**src/rtl/ntt_agu.sv**
```systemverilog
// Address and twiddle-index sequencer for a single-cycle NTT/INTT butterfly.
// Issues one coefficient pair plus twiddle ROM index per handshake, CT or GS order.
module ntt_agu #(
    parameter int LOG_N = 8
) (
    input  logic             clk_i,
    input  logic             rst_ni,
    input  logic             start_i,
    input  logic             sel_butterfly_i,
    input  logic             sel_red_i,
    input  logic             stall_i,
    output logic             valid_o,
    output logic [LOG_N-1:0] addr_a_o,
    output logic [LOG_N-1:0] addr_b_o,
    output logic [LOG_N-1:0] twiddle_idx_o,
    output logic             sel_butterfly_o,
    output logic             sel_red_o,
    output logic             busy_o,
    output logic             done_o
);

    localparam int LW = $clog2(LOG_N);
    localparam int PW = LOG_N - 1;
    localparam int XW = LOG_N + 1;

    localparam logic [LOG_N-1:0] ONE  = LOG_N'(1);
    localparam logic [LOG_N-1:0] HALF = ONE << (LOG_N - 1);
    localparam logic [XW-1:0]    FULL = XW'(1) << LOG_N;
    localparam logic [PW-1:0]    PMAX = {PW{1'b1}};

    typedef enum logic [1:0] {IDLE, RUN, DONE} state_e;

    state_e           state_q, state_d;
    logic [PW-1:0]    p_q, p_d;
    logic [LW-1:0]    ll_q, ll_d;
    logic             bfly_q, bfly_d;
    logic             red_q, red_d;
    logic             valid_q, valid_d;
    logic [LOG_N-1:0] a_q, a_d;
    logic [LOG_N-1:0] b_q, b_d;
    logic [LOG_N-1:0] tw_q, tw_d;

    logic             load;
    logic             hs;
    logic [LW-1:0]    last_ll;
    logic [LOG_N-1:0] len, g, o, beat_a, beat_b, beat_tw;

    // ll holds log2(len); the layer index walks down for CT and up for GS
    always_comb begin
        state_d = state_q;
        p_d     = p_q;
        ll_d    = ll_q;
        bfly_d  = bfly_q;
        red_d   = red_q;
        valid_d = valid_q;
        load    = 1'b0;
        hs      = valid_q && !stall_i;
        last_ll = bfly_q ? LW'(LOG_N - 1) : LW'(red_q);

        case (state_q)
            IDLE: begin
                if (start_i) begin
                    state_d = RUN;
                    bfly_d  = sel_butterfly_i;
                    red_d   = sel_red_i;
                    p_d     = '0;
                    ll_d    = sel_butterfly_i ? LW'(sel_red_i) : LW'(LOG_N - 1);
                    valid_d = 1'b1;
                    load    = 1'b1;
                end
            end
            RUN: begin
                if (hs) begin
                    if (p_q == PMAX && ll_q == last_ll) begin
                        state_d = DONE;
                        valid_d = 1'b0;
                    end else begin
                        p_d  = p_q + PW'(1);
                        load = 1'b1;
                        if (p_q == PMAX) begin
                            ll_d = bfly_q ? ll_q + LW'(1) : ll_q - LW'(1);
                        end
                    end
                end
            end
            DONE: begin
                state_d = IDLE;
            end
            default: begin
                state_d = IDLE;
            end
        endcase
    end

    // Beat arithmetic on the counters the next beat will use
    always_comb begin
        len     = ONE << ll_d;
        g       = LOG_N'(p_d) >> ll_d;
        o       = LOG_N'(p_d) & (len - ONE);
        beat_a  = ((g << ll_d) << 1) | o;
        beat_b  = beat_a + len;
        if (bfly_d) begin
            beat_tw = LOG_N'((FULL >> ll_d) - XW'(1) - XW'(g));
        end else begin
            beat_tw = (HALF >> ll_d) + g;
        end
    end

    always_comb begin
        a_d  = a_q;
        b_d  = b_q;
        tw_d = tw_q;
        if (load) begin
            a_d  = beat_a;
            b_d  = beat_b;
            tw_d = beat_tw;
        end else if (!valid_d) begin
            a_d  = '0;
            b_d  = '0;
            tw_d = '0;
        end
    end

    always_ff @(posedge clk_i or negedge rst_ni) begin
        if (!rst_ni) begin
            state_q <= IDLE;
            p_q     <= '0;
            ll_q    <= '0;
            bfly_q  <= 1'b0;
            red_q   <= 1'b0;
            valid_q <= 1'b0;
            a_q     <= '0;
            b_q     <= '0;
            tw_q    <= '0;
        end else begin
            state_q <= state_d;
            p_q     <= p_d;
            ll_q    <= ll_d;
            bfly_q  <= bfly_d;
            red_q   <= red_d;
            valid_q <= valid_d;
            a_q     <= a_d;
            b_q     <= b_d;
            tw_q    <= tw_d;
        end
    end

    assign valid_o         = valid_q;
    assign addr_a_o        = a_q;
    assign addr_b_o        = b_q;
    assign twiddle_idx_o   = tw_q;
    assign sel_butterfly_o = bfly_q;
    assign sel_red_o       = red_q;
    assign busy_o          = (state_q != IDLE);
    assign done_o          = (state_q == DONE);

endmodule

```
**config.mk**
```make
export PLATFORM = sky130hd
export DESIGN_NAME = ntt_agu
export DESIGN_NICKNAME = d
export VERILOG_FILES = /design/src/rtl/ntt_agu.sv
export SDC_FILE = /design/constraint.sdc
export NUM_CORES = 1
export LEC_CHECK = 0
export CORE_MARGIN = 10
export CORE_UTILIZATION = 40
export CTS_BUF_LIST = sky130_fd_sc_hd__clkbuf_4
export DETAILED_ROUTE_END_ITERATION = 7
export GPL_ROUTABILITY_DRIVEN = 0
export PLACE_DENSITY = 0.67
export SYNTH_ARGS = -nofsm -noshare
export SYNTH_HDL_FRONTEND = slang
export SYNTH_SLANG_ARGS = --single-unit
export TNS_END_PERCENT = 30
```
**constraint.sdc**
```tcl
create_clock -name clk_i -period 6.1 [get_ports clk_i]
set_input_delay 1.22 -clock clk_i [delete_from_list [all_inputs] [get_ports clk_i]]
set_output_delay 1.22 -clock clk_i [all_outputs]
set_load 0.02 [all_outputs]
```
==> results of run 1 <==
power groups by stage:
stage | clock (mW) | sequential (mW) | combinational (mW)
final | 0.142 | 0.380 | 0.643
after global routing | 0.159 | 0.390 | 0.706
after CTS | 0.149 | 0.380 | 0.643
after detailed placement | 0 | 0.385 | 0.640
after global placement | 0 | 0.383 | 0.630
after floorplan | 0 | 0.437 | 0.362
layer usage:
layer,GRT usage,vias to the layer above,part of all wire,wire length [µm]
met2,0.248,89,0.47,3990
met3,0.0311,26,0.044,371
met4,0.0619,0,0.029,246
met1,0.187,1337,0.45,3800
li1,-,1321,-,-
met5,0,-,0,0
worst max-delay path: stages:
cell	delay (ns)
clkdlybuf4s50_1	0.41
nand4b_1	0.23
or2_4	0.28
a221oi_2	0.21
and2_2	0.34
inv_2	0.17
nor2_1	0.18
nand2_1	0.20
ha_1	0.34
nor2_1	0.15
a21oi_1	0.08
o22ai_1	0.25
ha_1	0.32
a21o_1	0.23
a21o_1	0.18
a21oi_1	0.25
o21bai_1	0.10
a21oi_1	0.18
xor2_1	0.15
o21ai_0	0.08
path summary, 6_finish.rpt:
path	start	to	slack (ns)	depth (start not counted)
worst max-delay path	stall_i	addr_b_o[7]$_DFFE_PN0P_	0.75	20
worst min-delay path	addr_b_o[3]$_DFFE_PN0P_	addr_b_o[3]$_DFFE_PN0P_	0.50	2
worst max register to register	sel_butterfly_o$_DFF_PN0_	addr_b_o[7]$_DFFE_PN0P_	1.17	21
worst min register to register	addr_b_o[3]$_DFFE_PN0P_	addr_b_o[3]$_DFFE_PN0P_	0.50	2
max in group asynchronous	rst_ni	addr_b_o[5]$_DFFE_PN0P_	4.58	1
min in group asynchronous	rst_ni	p_q[3]$_DFF_PN0_	0.98	1
logic make-up after synthesis:
family / count (synthesis)
AOI/OAI and AO/OA: 106
xor gates and xnor gates: 19
adders and majority gates: 23
buffers and inverters: 36
DFF: 39
muxes: 7
other: 1
and+or+nand+nor: 119
flip-flops by register name, summed over array words and instances (netlist names):
signal	cells
valid_o	1
sel_red_o	1
addr_b_o	8
state_q	2
twiddle_idx_o	8
addr_a_o	8
sel_butterfly_o	1
p_q	7
ll_q	3
placed cells by master, fill, tap and decap left out, types with 3 or more instances in the layout:
| cell type | n |
|---|---|
| a21o_1 | 9 |
| mux2i_1 | 5 |
| dfrtp_1 | 39 |
| o21ai_0 | 20 |
| fa_1 | 4 |
| a31oi_1 | 9 |
| a22o_1 | 9 |
| clkdlybuf4s50_1 | 33 |
| nand2b_1 | 3 |
| xnor2_1 | 12 |
| xor2_1 | 7 |
| inv_1 | 20 |
| o211ai_1 | 4 |
| nand2_1 | 43 |
| o21ai_1 | 3 |
| buf_4 | 5 |
| ha_1 | 19 |
| nand4_1 | 4 |
| nor2_1 | 39 |
| nand3_1 | 10 |
| o21bai_1 | 4 |
| a21oi_1 | 19 |
| clkbuf_4 | 6 |
cell type report:
class / count / area [µm²]
Clock inverter: 2 / 12.5
Multi-Input combinational cell: 275 / 1900
Timing Repair Buffer: 39 / 373
Fill cell: 743 / 3770
Inverter: 22 / 82.6
Tap cell: 99 / 124
Sequential cell: 39 / 976
Clock buffer: 6 / 45.0
==> flow_metrics.tcl, run 1 <==
set metrics [dict create \
    outcome "finished clean" \
    io_pins 35 \
    drt_wl_total_um 8400 \
    critPathKind "in2reg" \
    clock-root-buffer "clkbuf_4" \
    clkLatencyLatePin_ns 0.35 \
    vias 2773 \
    cts_setup_buffers 0 \
    worstMarginPinSlew_ns 0.881 \
    final.setup.tns_ns 0 \
    die_w_um 107 \
    clkSinkCount 39 \
    crit_required_ns 6.32 \
    synth.largest_area_cell "dfrtp_1" \
    ys_ff_latch 39 \
    synth_compound_area_frac 0.257 \
    syn_nets 379 \
    cts_tree "built" \
    design_area_um2 3520 \
    vdd_drop_max_v 0.000147 \
    setup_violations 0 \
    cp-end-kind "register" \
    grt_use_total 0.150 \
    internal_power_uw 648 \
    antenna_found_initial 0 \
    pwr-share-clk 0.122 \
    async_flop_share 1.00 \
    power_density_nw_per_um2 332 \
    grt_max_degree 40 \
    power.total_mw 1.17 \
    min_period_over_period 0.877 \
    place_ws_ns 0.481 \
    post-dp-hpwl_um 6490 \
    finClkSkew_ns 0.00947 \
    synth.distinct_cells 64 \
    clk_pin_slew_worst_paths_ns 0.13 \
    fp.dieH_um 107 \
    ys_warn_count 0 \
    antenna_left 0 \
    hold_viol_final 0 \
    holdWs_ns 0.498 \
    min_period_ns 5.35 \
    synthTopCellsByArea "dfrtp_1 32%, ha_1 7.9%, nand2_1 5.3%, nor2_1 4.8%, xnor2_1 3.5%" \
    fin_nets 411 \
    overflow 0 \
    cts-hold-fix-buffers 0 \
    synthTopCellsByCount "43 x nand2_1, 39 x dfrtp_1, 39 x nor2_1" \
    port-buffer-count 34 \
    synth_cells 350 \
    p_comb_frac 0.552 \
    coreArea_um2 7290 \
    rsz0062_at_grt "false" \
    firstDrtPassIters 4 \
    drtIter0Drc 230 \
    synthAdderAreaFrac 0.105 \
    relSlewSlack 0.413 \
    remaining_drc_errors 0 \
    place_inst 474 \
    grt_pass1_wl_um 14200 \
    cp.arrival_ns 5.57 \
    start_util 0.414 \
    areaGrowthSynthToFinish_pct 16.4 \
    switching_share 0.444 \
    synth_top_family_by_area "compound AO/OA/AOI/OAI gates" \
    netlist.area_leader.share 0.323 \
    drive_gt1_frac 0.0992 \
    power.switching_uw 518 \
    hold_path.class "reg2reg" \
    synth_mux_area_frac 0.0253 \
    avgViaCountPerCell 5.75 \
    synth_area_per_cell_um2 8.63 \
    ys_seq_area_frac 0.323 \
    dieArea_um2 11400 \
    max_cap_viol_count 0 \
    start_kind "primary input" \
    worst_slack_ns 0.752 \
    synth-simple-area-share 0.185 \
    cts_buffers 5 \
    fmax_mhz 187 \
    slew_violations 0 \
    synth_xor_area_frac 0.0551 \
    netlist_area_um2 3020 \
    post_cts_resized 0 \
    row_count 31 \
    yosys_most_used_dff "dfrtp_1" \
    htree_levels 2 \
    clk_path_buf_depth 2 \
    fin_cells 482 \
    pwr-share-seq 0.326 \
    utilization 0.482 \
    wl_per_cell_um 17.4 \
    grt_pass1_vias 2785 \
    leakagePower_nw 1.59 \
    synth_most_common_cell "nand2_1" \
    placed_cell_area_um2 3460 \
    synth-edff-count 0 \
    worstPathMaxFanout 12 \
    n_antenna_cell 0 \
]
No activity file was read; power rests on OpenSTA's default activity.
==> run 2, diff against run 1 <==
CAP_MARGIN = 20   (was unset)
==> results of run 2 <==
Final layout, timing and power as in run 1 (identical DEF).
